--- src/rtl/stopwatch_pkg.sv ---
// ============================================================================
// Module : stopwatch_pkg
// Brief  : Shared types and digit limits for the stopwatch sequencer.
// Rev    : 1.0  initial release
// ============================================================================
`default_nettype none

package stopwatch_pkg;

   typedef enum logic [1:0] {
      IDLE  = 2'd0,
      RUN   = 2'd1,
      PAUSE = 2'd2,
      SET   = 2'd3
   } sw_state_t;

   typedef logic [3:0] bcd_t;

   localparam int SU_MAX = 9;
   localparam int ST_MAX = 5;
   localparam int MU_MAX = 9;
   localparam int MT_MAX = 5;

   function automatic logic [3:0] digit_onehot(input logic [1:0] idx);
      digit_onehot = 4'b0001 << idx;
   endfunction

endpackage

`default_nettype wire

--- src/rtl/stopwatch_bcd_digit_cnt.sv ---
// ============================================================================
// Module : bcd_digit_cnt
// Brief  : Single BCD digit counter, wraps at MAX, carry when incrementing at MAX.
// Rev    : 1.0  initial release
// ============================================================================
`default_nettype none

module bcd_digit_cnt
   import stopwatch_pkg::*;
#(
   parameter int MAX = 9
) (
   input  logic clk,
   input  logic reset,
   input  logic inc_i,
   input  logic clr_i,
   input  logic load_i,
   input  bcd_t load_val_i,
   output bcd_t val_o,
   output logic carry_o
);

   localparam bcd_t MAX_V = bcd_t'(MAX);

   bcd_t val_q, val_d;

   always_comb begin
      val_d = val_q;
      if (clr_i)
         val_d = '0;
      else if (load_i)
         val_d = load_val_i;
      else if (inc_i)
         val_d = (val_q == MAX_V) ? '0 : val_q + 4'd1;
   end

   always_ff @(posedge clk) begin
      if (!reset)
         val_q <= '0;
      else
         val_q <= val_d;
   end

   assign val_o   = val_q;
   assign carry_o = inc_i & (val_q == MAX_V);

endmodule

`default_nettype wire

--- src/rtl/stopwatch_ctrl.sv ---
// ============================================================================
// Module : stopwatch_ctrl
// Brief  : Stopwatch run/pause/clear/set FSM, 1 Hz prescaler, MM:SS counters, digit scan.
//          Optional LAP_HOLD_EN adds btn_lap to freeze the display while counting.
// Rev    : 1.0  initial release
// ============================================================================
`default_nettype none

module stopwatch_ctrl
   import stopwatch_pkg::*;
#(
   parameter int TICK_DIV = 100_000_000,
   parameter int SCAN_DIV = 100_000
) (
   input  logic       clk,
   input  logic       reset,
   input  logic       btn_start_stop,
   input  logic       btn_clear,
   input  logic       btn_set,
   input  logic       btn_inc,
`ifdef LAP_HOLD_EN
   input  logic       btn_lap,
`endif
   output logic [3:0] digit_bcd,
   output logic [3:0] digit_en,
   output logic       running,
   output logic       ovf
);

   localparam int PW = $clog2(TICK_DIV);
   localparam int SW = (SCAN_DIV > 1) ? $clog2(SCAN_DIV) : 1;
   localparam logic [PW-1:0] TICK_LAST = PW'(TICK_DIV - 1);
   localparam logic [SW-1:0] SCAN_LAST = SW'(SCAN_DIV - 1);

   // bit order: 0 start_stop, 1 clear, 2 set, 3 inc
   logic [3:0] btn_now, btn_q, rise;
   logic       ev_clr, ev_set, ev_ss, ev_inc, lap_rise;

   sw_state_t  state_q, state_d;
   logic [1:0] field_q, field_d;
   logic       clr_all, set_inc, tick;

   logic [PW-1:0] presc_q, presc_d;
   logic [SW-1:0] scan_q, scan_d;
   logic [1:0]    idx_q, idx_d;

   bcd_t su, st, mu, mt;
   logic su_cy, st_cy, mu_cy, mt_cy;
   logic [15:0] live, disp;
   bcd_t        sel;

   logic [3:0] en_q;
   bcd_t       bcd_q;
   logic       running_q, ovf_q;

   assign btn_now = {btn_inc, btn_set, btn_clear, btn_start_stop};
   assign rise    = btn_now & ~btn_q;

`ifdef LAP_HOLD_EN
   logic lap_btn_q;
   assign lap_rise = btn_lap & ~lap_btn_q;
`else
   assign lap_rise = 1'b0;
`endif

   assign ev_clr = rise[1];
   assign ev_set = rise[2] & ~rise[1];
   assign ev_ss  = rise[0] & ~rise[1] & ~rise[2];
   assign ev_inc = rise[3] & ~rise[1] & ~rise[2] & ~rise[0] & ~lap_rise;

   always_comb begin
      state_d = state_q;
      field_d = field_q;
      clr_all = 1'b0;
      case (state_q)
         IDLE: begin
            if (ev_clr)      clr_all = 1'b1;
            else if (ev_set) begin state_d = SET; field_d = 2'd0; end
            else if (ev_ss)  state_d = RUN;
         end
         RUN: begin
            if (ev_ss) state_d = PAUSE;
         end
         PAUSE: begin
            if (ev_clr)      begin state_d = IDLE; clr_all = 1'b1; end
            else if (ev_set) begin state_d = SET; field_d = 2'd0; end
            else if (ev_ss)  state_d = RUN;
         end
         SET: begin
            if (ev_clr) begin
               state_d = IDLE;
               clr_all = 1'b1;
            end else if (ev_set) begin
               if (field_q == 2'd3) state_d = PAUSE;
               else                 field_d = field_q + 2'd1;
            end
         end
         default: state_d = IDLE;
      endcase
   end

   assign set_inc = (state_q == SET) & ev_inc;
   assign tick    = (state_q == RUN) && (presc_q == TICK_LAST);

   always_comb begin
      presc_d = presc_q;
      if (clr_all)
         presc_d = '0;
      else if (state_q == RUN)
         presc_d = tick ? '0 : presc_q + PW'(1);
   end

   always_comb begin
      scan_d = (scan_q == SCAN_LAST) ? '0 : scan_q + SW'(1);
      idx_d  = (scan_q == SCAN_LAST) ? idx_q + 2'd1 : idx_q;
   end

   // Tick carries only cascade in RUN; SET increments stay within their field.
   bcd_digit_cnt #(.MAX(SU_MAX)) u_su (
      .clk(clk), .reset(reset), .inc_i(tick | (set_inc & (field_q == 2'd0))),
      .clr_i(clr_all), .load_i(1'b0), .load_val_i('0), .val_o(su), .carry_o(su_cy));
   bcd_digit_cnt #(.MAX(ST_MAX)) u_st (
      .clk(clk), .reset(reset), .inc_i((tick & su_cy) | (set_inc & (field_q == 2'd1))),
      .clr_i(clr_all), .load_i(1'b0), .load_val_i('0), .val_o(st), .carry_o(st_cy));
   bcd_digit_cnt #(.MAX(MU_MAX)) u_mu (
      .clk(clk), .reset(reset), .inc_i((tick & st_cy) | (set_inc & (field_q == 2'd2))),
      .clr_i(clr_all), .load_i(1'b0), .load_val_i('0), .val_o(mu), .carry_o(mu_cy));
   bcd_digit_cnt #(.MAX(MT_MAX)) u_mt (
      .clk(clk), .reset(reset), .inc_i((tick & mu_cy) | (set_inc & (field_q == 2'd3))),
      .clr_i(clr_all), .load_i(1'b0), .load_val_i('0), .val_o(mt), .carry_o(mt_cy));

   assign live = {mt, mu, st, su};

`ifdef LAP_HOLD_EN
   logic        lap_q, lap_d;
   logic [15:0] snap_q, snap_d;

   always_comb begin
      lap_d  = lap_q;
      snap_d = snap_q;
      if (state_d != RUN) begin
         lap_d = 1'b0;
      end else if ((state_q == RUN) && lap_rise && !rise[0] && !rise[1] && !rise[2]) begin
         lap_d = ~lap_q;
         if (!lap_q) snap_d = live;
      end
   end

   always_ff @(posedge clk) begin
      if (!reset) begin
         lap_q     <= 1'b0;
         snap_q    <= '0;
         lap_btn_q <= 1'b0;
      end else begin
         lap_q     <= lap_d;
         snap_q    <= snap_d;
         lap_btn_q <= btn_lap;
      end
   end

   assign disp = lap_q ? snap_q : live;
`else
   assign disp = live;
`endif

   always_comb begin
      case (idx_q)
         2'd0:    sel = disp[3:0];
         2'd1:    sel = disp[7:4];
         2'd2:    sel = disp[11:8];
         default: sel = disp[15:12];
      endcase
   end

   always_ff @(posedge clk) begin
      if (!reset) begin
         btn_q     <= '0;
         state_q   <= IDLE;
         field_q   <= 2'd0;
         presc_q   <= '0;
         scan_q    <= '0;
         idx_q     <= 2'd0;
         en_q      <= 4'b0001;
         bcd_q     <= '0;
         running_q <= 1'b0;
         ovf_q     <= 1'b0;
      end else begin
         btn_q     <= btn_now;
         state_q   <= state_d;
         field_q   <= field_d;
         presc_q   <= presc_d;
         scan_q    <= scan_d;
         idx_q     <= idx_d;
         en_q      <= digit_onehot(idx_q);
         bcd_q     <= sel;
         running_q <= (state_d == RUN);
         ovf_q     <= tick & mt_cy;
      end
   end

   assign digit_en  = en_q;
   assign digit_bcd = bcd_q;
   assign running   = running_q;
   assign ovf       = ovf_q;

endmodule

`default_nettype wire

--- config.mk ---
export PLATFORM = sky130hd
export DESIGN_NAME = stopwatch_ctrl
export DESIGN_NICKNAME = d
export VERILOG_FILES = /design/src/rtl/stopwatch_pkg.sv /design/src/rtl/stopwatch_bcd_digit_cnt.sv /design/src/rtl/stopwatch_ctrl.sv
export SDC_FILE = /design/constraint.sdc
export NUM_CORES = 1
export LEC_CHECK = 0
export ABC_AREA = 1
export CAP_MARGIN = 20
export CORE_MARGIN = 2
export CORE_UTILIZATION = 60
export CTS_CLUSTER_DIAMETER = 80
export DETAILED_ROUTE_END_ITERATION = 10
export PLACE_DENSITY = 0.78
export SYNTH_ARGS = -nofsm -noshare
export SYNTH_HDL_FRONTEND = slang
export SYNTH_SLANG_ARGS = --single-unit
export TNS_END_PERCENT = 50
--- constraint.sdc ---
create_clock -name clk -period 2 [get_ports clk]
set_input_delay 0.3 -clock clk [delete_from_list [all_inputs] [get_ports clk]]
set_output_delay 0.3 -clock clk [all_outputs]
set_load 0.1 [all_outputs]
; After elaboration in Yosys (flattened, before gate mapping)
; Cells that the tools add are included.
[classes]
bitwise = 29
muxes = 23
reduce_logical = 10
eq_ne = 20
n_shift = 1
n_addsub = 8
[op_table]
columns = cell, count
row1 = $add 27x1->27 const B, 1
row2 = $eq 27x27->1 const B, 1
row3 = $mux 27, 1
row4 = $mux 2, 13
row5 = $and 1x1->1, 19
row6 = $add 17x1->17 const B, 1
row7 = $eq 17x17->1 const B, 1
row8 = $add 4x1->4 const B, 4
row9 = $mux 4, 4
row10 = $pmux 4 s3, 1
row11 = $eq 2x2->1 const B, 5
row12 = $eq 2x1->1 const B, 4
row13 = $eq 4x3->1 const B, 2
row14 = $eq 4x4->1 const B, 2
row15 = $ne 2x2->1 const B, 4
row16 = $pmux 2 s4, 1
row17 = $logic_not 2->1, 3
row18 = $reduce_and 6->1, 1
row19 = $reduce_or 2->1, 3
row20 = $add 2x1->2 const B, 2
row21 = $and 4x4->4, 1
row22 = $not 1->1, 4
row23 = $not 4->4, 1
row24 = $or 1x1->1, 4
row25 = 7 further kinds, 8
[word_totals]
ff_bits = 80
out_inout_bits = 10
inputBits = 6

; Longest topological paths before layout
[logic_depth]
word_depth = 20
depth_mapped = 14
ltp_nobuf = 14

; Hierarchy
; Synthesis repeated with hierarchy kept, for this count alone.
[unflattened]
cells_unflattened = 664
hier_area_um2 = 4351.7
[by_module_without_submodules]
columns = module, n_inst, area_per_inst_um2, seq_area_each_um2, cells_each
row1 = stopwatch_ctrl, 1, 3325.7, 1281.2, 496
row2 = bcd_digit_cnt at u_mt ..., 2, 259.0, 80.1, 44
row3 = bcd_digit_cnt at u_mu ..., 2, 254.0, 80.1, 40

; Worst setup path before layout
; Ideal clock, no wire load.
[synth_path]
path_kind = register -> register
start = register scan_q[0]
end = register scan_q[16]
path_stages_with_launch = 12
path_buffers = 0
setup_slack_ps = 356
required_ps = 1883
setup_ps = 117
arrival_time_ps = 1526
cell_sequence = dfxtp_1 -> ha_1 -> nand2_1 -> inv_1 -> nand2_1 -> nor2_1 -> nand2_1 -> nor3_2 -> nand3_1 -> nor2_1 -> xor2_1 -> nor2_1
[synth_via]
elab_chain_len = 2
[synth_lines]
columns = element, line_no
row1 = start: declaration, stopwatch_ctrl.sv:44  ; logic [SW-1:0] scan_q, scan_d;
row2 = start signal: assignment, stopwatch_ctrl.sv:192  ; scan_q <= scan_d;
row3 = "parallel branches: the longest is 2 deep, another holds $add 17x1->17", n/a
; Parallel ways; which one is timed is not known.
; A chain may end at the register's enable or synchronous reset.

; Worst setup path after layout
[layout_path]
start = register presc_q[0]
end = register u_mt.val_q[2], in the netlist u_mt.val_o[2]
[layout_via]
elab_chain_len = 12
[layout_lines]
columns = element, line_no
row1 = start: declaration, stopwatch_ctrl.sv:43  ; logic [PW-1:0] presc_q, presc_d;
row2 = start signal: assignment, stopwatch_ctrl.sv:191  ; presc_q <= presc_d;
row3 = $eq 27x27->1 *, stopwatch_ctrl.sv:103  ; assign tick = (state_q == RUN) && (presc_q == TICK_LAST);
row4 = $logic_and 1x1->1 *, stopwatch_ctrl.sv:103
row5 = $or 1x1->1, stopwatch_ctrl.sv:120  ; .clk(clk), .reset(reset), .inc_i(tick | (set_inc & (field_q == 2'd0))),
row6 = $and 1x1->1, stopwatch_bcd_digit_cnt.sv:45  ; assign carry_o = inc_i & (val_q == MAX_V);
row7 = $and 1x1->1, stopwatch_ctrl.sv:123  ; .clk(clk), .reset(reset), .inc_i((tick & su_cy) | (set_inc & (field_q == 2'd1))),
row8 = $or 1x1->1, stopwatch_ctrl.sv:123
row9 = $and 1x1->1, stopwatch_bcd_digit_cnt.sv:45
row10 = $and 1x1->1, stopwatch_ctrl.sv:126  ; .clk(clk), .reset(reset), .inc_i((tick & st_cy) | (set_inc & (field_q == 2'd2))),
row11 = $or 1x1->1, stopwatch_ctrl.sv:126
row12 = $and 1x1->1, stopwatch_bcd_digit_cnt.sv:45
row13 = $and 1x1->1 *, stopwatch_ctrl.sv:129  ; .clk(clk), .reset(reset), .inc_i((tick & mu_cy) | (set_inc & (field_q == 2'd3))),
row14 = $or 1x1->1 *, stopwatch_ctrl.sv:129
row15 = end signal: assignment, stopwatch_bcd_digit_cnt.sv:41  ; val_q <= val_d;
row16 = end: declaration, stopwatch_bcd_digit_cnt.sv:25  ; bcd_t val_q, val_d;
; Mark *: on every way between the ends. The rest lies on a longest branch, timed or not.

==> reports/qor.txt <==
Die Wd: 84.4 um
biggest area contributors in the synthesized netlist: dfxtp_1 41%, nand2_1 11%, nor2_1 7.3%
number of search-and-repair iterations in the first detailed-routing pass: 4
# rows: 29
power density cells: 668 mW/mm2
number of port buffers: 15
internal power: 2.17 mW
Vias: 3,409
EDFF count, synth: 0
remaining antenna violation count after routing: 0
leading cell types in the layout, fill and taps excluded: 112 x nand2_1, 79 x dfxtp_1, 73 x nor2_1, 68 x inv_1, 38 x a21oi_1
Yosys Warn Count: 0
final RePlAce weighted congestion: 0.898
Nets: 587
Post-Route Utilization: 69.0%
Clock Power Share: 36.3%
unrepaired setup endpoints after global routing: yes
number of distinct library cells after synthesis: 41
post-layout min period: 1.81 ns
area share of the leading cell type in the synthesized netlist: 41.3%
number of diodes added for antenna fixing: 0
DP Cell Count: 637
total global-route track usage: 23.8%
Least-Margin Pin Slew: 0.452 ns
Setup Total Neg Slack: 0 ns
TritonCTS Sinks: 80
Initial Util: 61.5%
total core area: 0.00631 mm2
final setup skew: 0.0137 ns
Slowest cell on crit path: dfxtp_1
cell breakdown of the critical path: ha_1 -> inv_1 -> nor2_1 -> nand2_1 -> nor2_1 -> nand3_1 -> nand2_2 -> nand2_2 -> nand2_4 -> nand2_4 -> nand2_4 -> nand2_1 -> nand2_1 -> nor2_1
run status: finished clean
clock transition at the registers of the reported paths: 0.08 ns
share of total power consumed by net switching: 25.6%
post-synthesis to final-layout area growth: 12.2%
nature of the critical path startpoint: flip-flop
maximum vdd drop: 0.000590 V
hold buffers post-CTS: 0
fraction of registers with async set or reset after synthesis: 0%
layout cells sized above 1: 12.8%
Net Switching: 744 uW
clock latency of the later-clocked register in the worst-skew pair: 0.35 ns
final setup vio count: 0
number of global-route vias before repair: 3,268
height of the chip: 84.4 um
total half-perimeter wirelength after legalization and detailed placement: 5.99 mm
fraction of the yosys area taken by sequential cells: 41.3%
final max-slew violation count: 0
Clk Tree Root Cell: clkbuf_8
total wirelength of the detailed-routed design: 7.91 mm
Slowest Stage Delay on Critical Path: 0.38 ns
leakage power: 1.62 nW
# Max-Cap Violations: 0
overall die area: 0.00713 mm2
required time at the worst-slack endpoint: 2.25 ns
number of top-level pins: 16
buffer depth of the longest clock path: 2
total clock buffers created by CTS: 9
upper clock frequency limit: 553 MHz
maximum number of pins on one net before global-route repair: 14
fin crit share: 90.5%
cells after synthesis: 539
drt drc: 0
total grt overflow: 0
share of power burned in registers: 56.2%
worst slack on hold paths: 0.469 ns
kind of end point of the critical path: flip-flop
arrival time of data at the critical path endpoint: 2.06 ns
nets in the synthesized netlist: 555
first-pass GRT wire length: 14.0 mm
Post-Syn Area per Cell: 7.20 um2
classification of the worst-slack hold path: reg2reg
setup bufs post-CTS: 0
remaining max-slew budget at the tightest pin: 69.7%
Gate power share: 7.5%
TritonCTS clock tree: yes
top fanout value on the critical path: 7
Cell Area, Synth: 0.00388 mm2
Routed wire per std cell: 12.1 um
endpoints failing hold: 0
non-filler instance count after layout: 653
Top FF cell, synth: dfxtp_1
H-Tree Level Count: 3
Iter 0 DRT Violations: 167
most frequent standard cell in the layout excluding fill and tap cells: nand2_1
kind of critical path: reg2reg
register bit total from synthesis: 80
Vias per Instance: 5.22
most area-hungry cell type in the Yosys netlist: dfxtp_1
antenna violations before repair: 0
-- kinds of logic after synthesis --
kind of cell	after synthesis	share of synthesized area, %
simple gates	279	33.5
xor+xnor	12	2.71
fa+ha+maj	10	3.22
flops	80	41.3
compound gates	80	11.7
buf+inv	78	7.64
-- worst max-delay path: cells and delay by family, from the launching register on --
family                     cells  cell delay, ns
adders and majority gates      1            0.19
DFF                            1            0.38
buffers and inverters          1            0.08
and+or+nand+nor               12            1.07
-- power groups by stage --
stage	clock network [mW]	logic (mW)	registers, mW
global route	1.13	0.248	1.64
CTS	1.07	0.219	1.64
finish	1.06	0.219	1.64
global placement	0	0.214	1.67
floorplan	0	0.129	1.69
detailed placement	0	0.219	1.67
-- worst paths after layout --
path / depth (start not counted) / slack, ns / end / start
setup / recovery: 14 / 0.19 / u_mt.val_o[2] / presc_q[0]
hold / removal: 1 / 0.47 / scan_q[0] / scan_q[0]
setup reg to reg: 14 / 0.19 / u_mt.val_o[2] / presc_q[0]
hold reg to reg: 1 / 0.47 / scan_q[0] / scan_q[0]
-- synth_stat cells, types with 4 or more instances --
library cell	instances
nor3_2	5
a31oi_1	5
dfxtp_1	80
nor4_1	5
nor2_1	76
nand3_1	28
nand2_1	112
nand4_1	7
xnor2_1	4
a211oi_1	6
ha_1	10
o21ai_0	17
nor2_4	4
xor2_1	8
nand2_4	4
nand2_2	6
nor3_1	17
inv_1	68
a21oi_1	38
-- cell type report --
type                            instances  area [um2]
Tap cell                               77        96.3
Multi-Input combinational cell        381        2000
Inverter                               72         270
Timing Repair Buffer                   27         215
Clock inverter                          6        35.0
Fill cell                             541        1960
Clock buffer                           10         138
Sequential cell                        80        1600
-- per-layer routing --
layer	vias up	routed length [um]	track usage, %
met5	-	0	0
met4	0	156	9.09
met3	14	284	5.11
met2	56	3480	37.1
met1	1523	3990	32.6
li1	1816	-	-
-- registers in the layout, indices dropped and copies added, names as in the netlist --
signal and cells:
ovf 1, idx_q 2, field_q 2, presc_q 27, digit_en 4, u_su.val_o 4, u_mt.val_o 4, u_mu.val_o 4
digit_bcd 4, running 1, u_st.val_o 4, btn_q 4, scan_q 17, state_q 2
-- what timing repair did --
item                       4_1_cts  5_1_grt
hold endpoints to repair         0        0
gates resized for setup          0        5
setup endpoints to repair        0        7
-- through the flow --
step                      cell area (um2)  power [mW]  setup WS, ns
after CTS                            4340        2.93         0.134
final                                4360        2.91         0.191
after global routing                 4360        3.01        0.0164
after floorplan                      3880        1.82         0.356
after global placement               4170        1.89        0.0846
after detailed placement             4170        1.89        0.0131
Power figures use the tool's default switching activity.
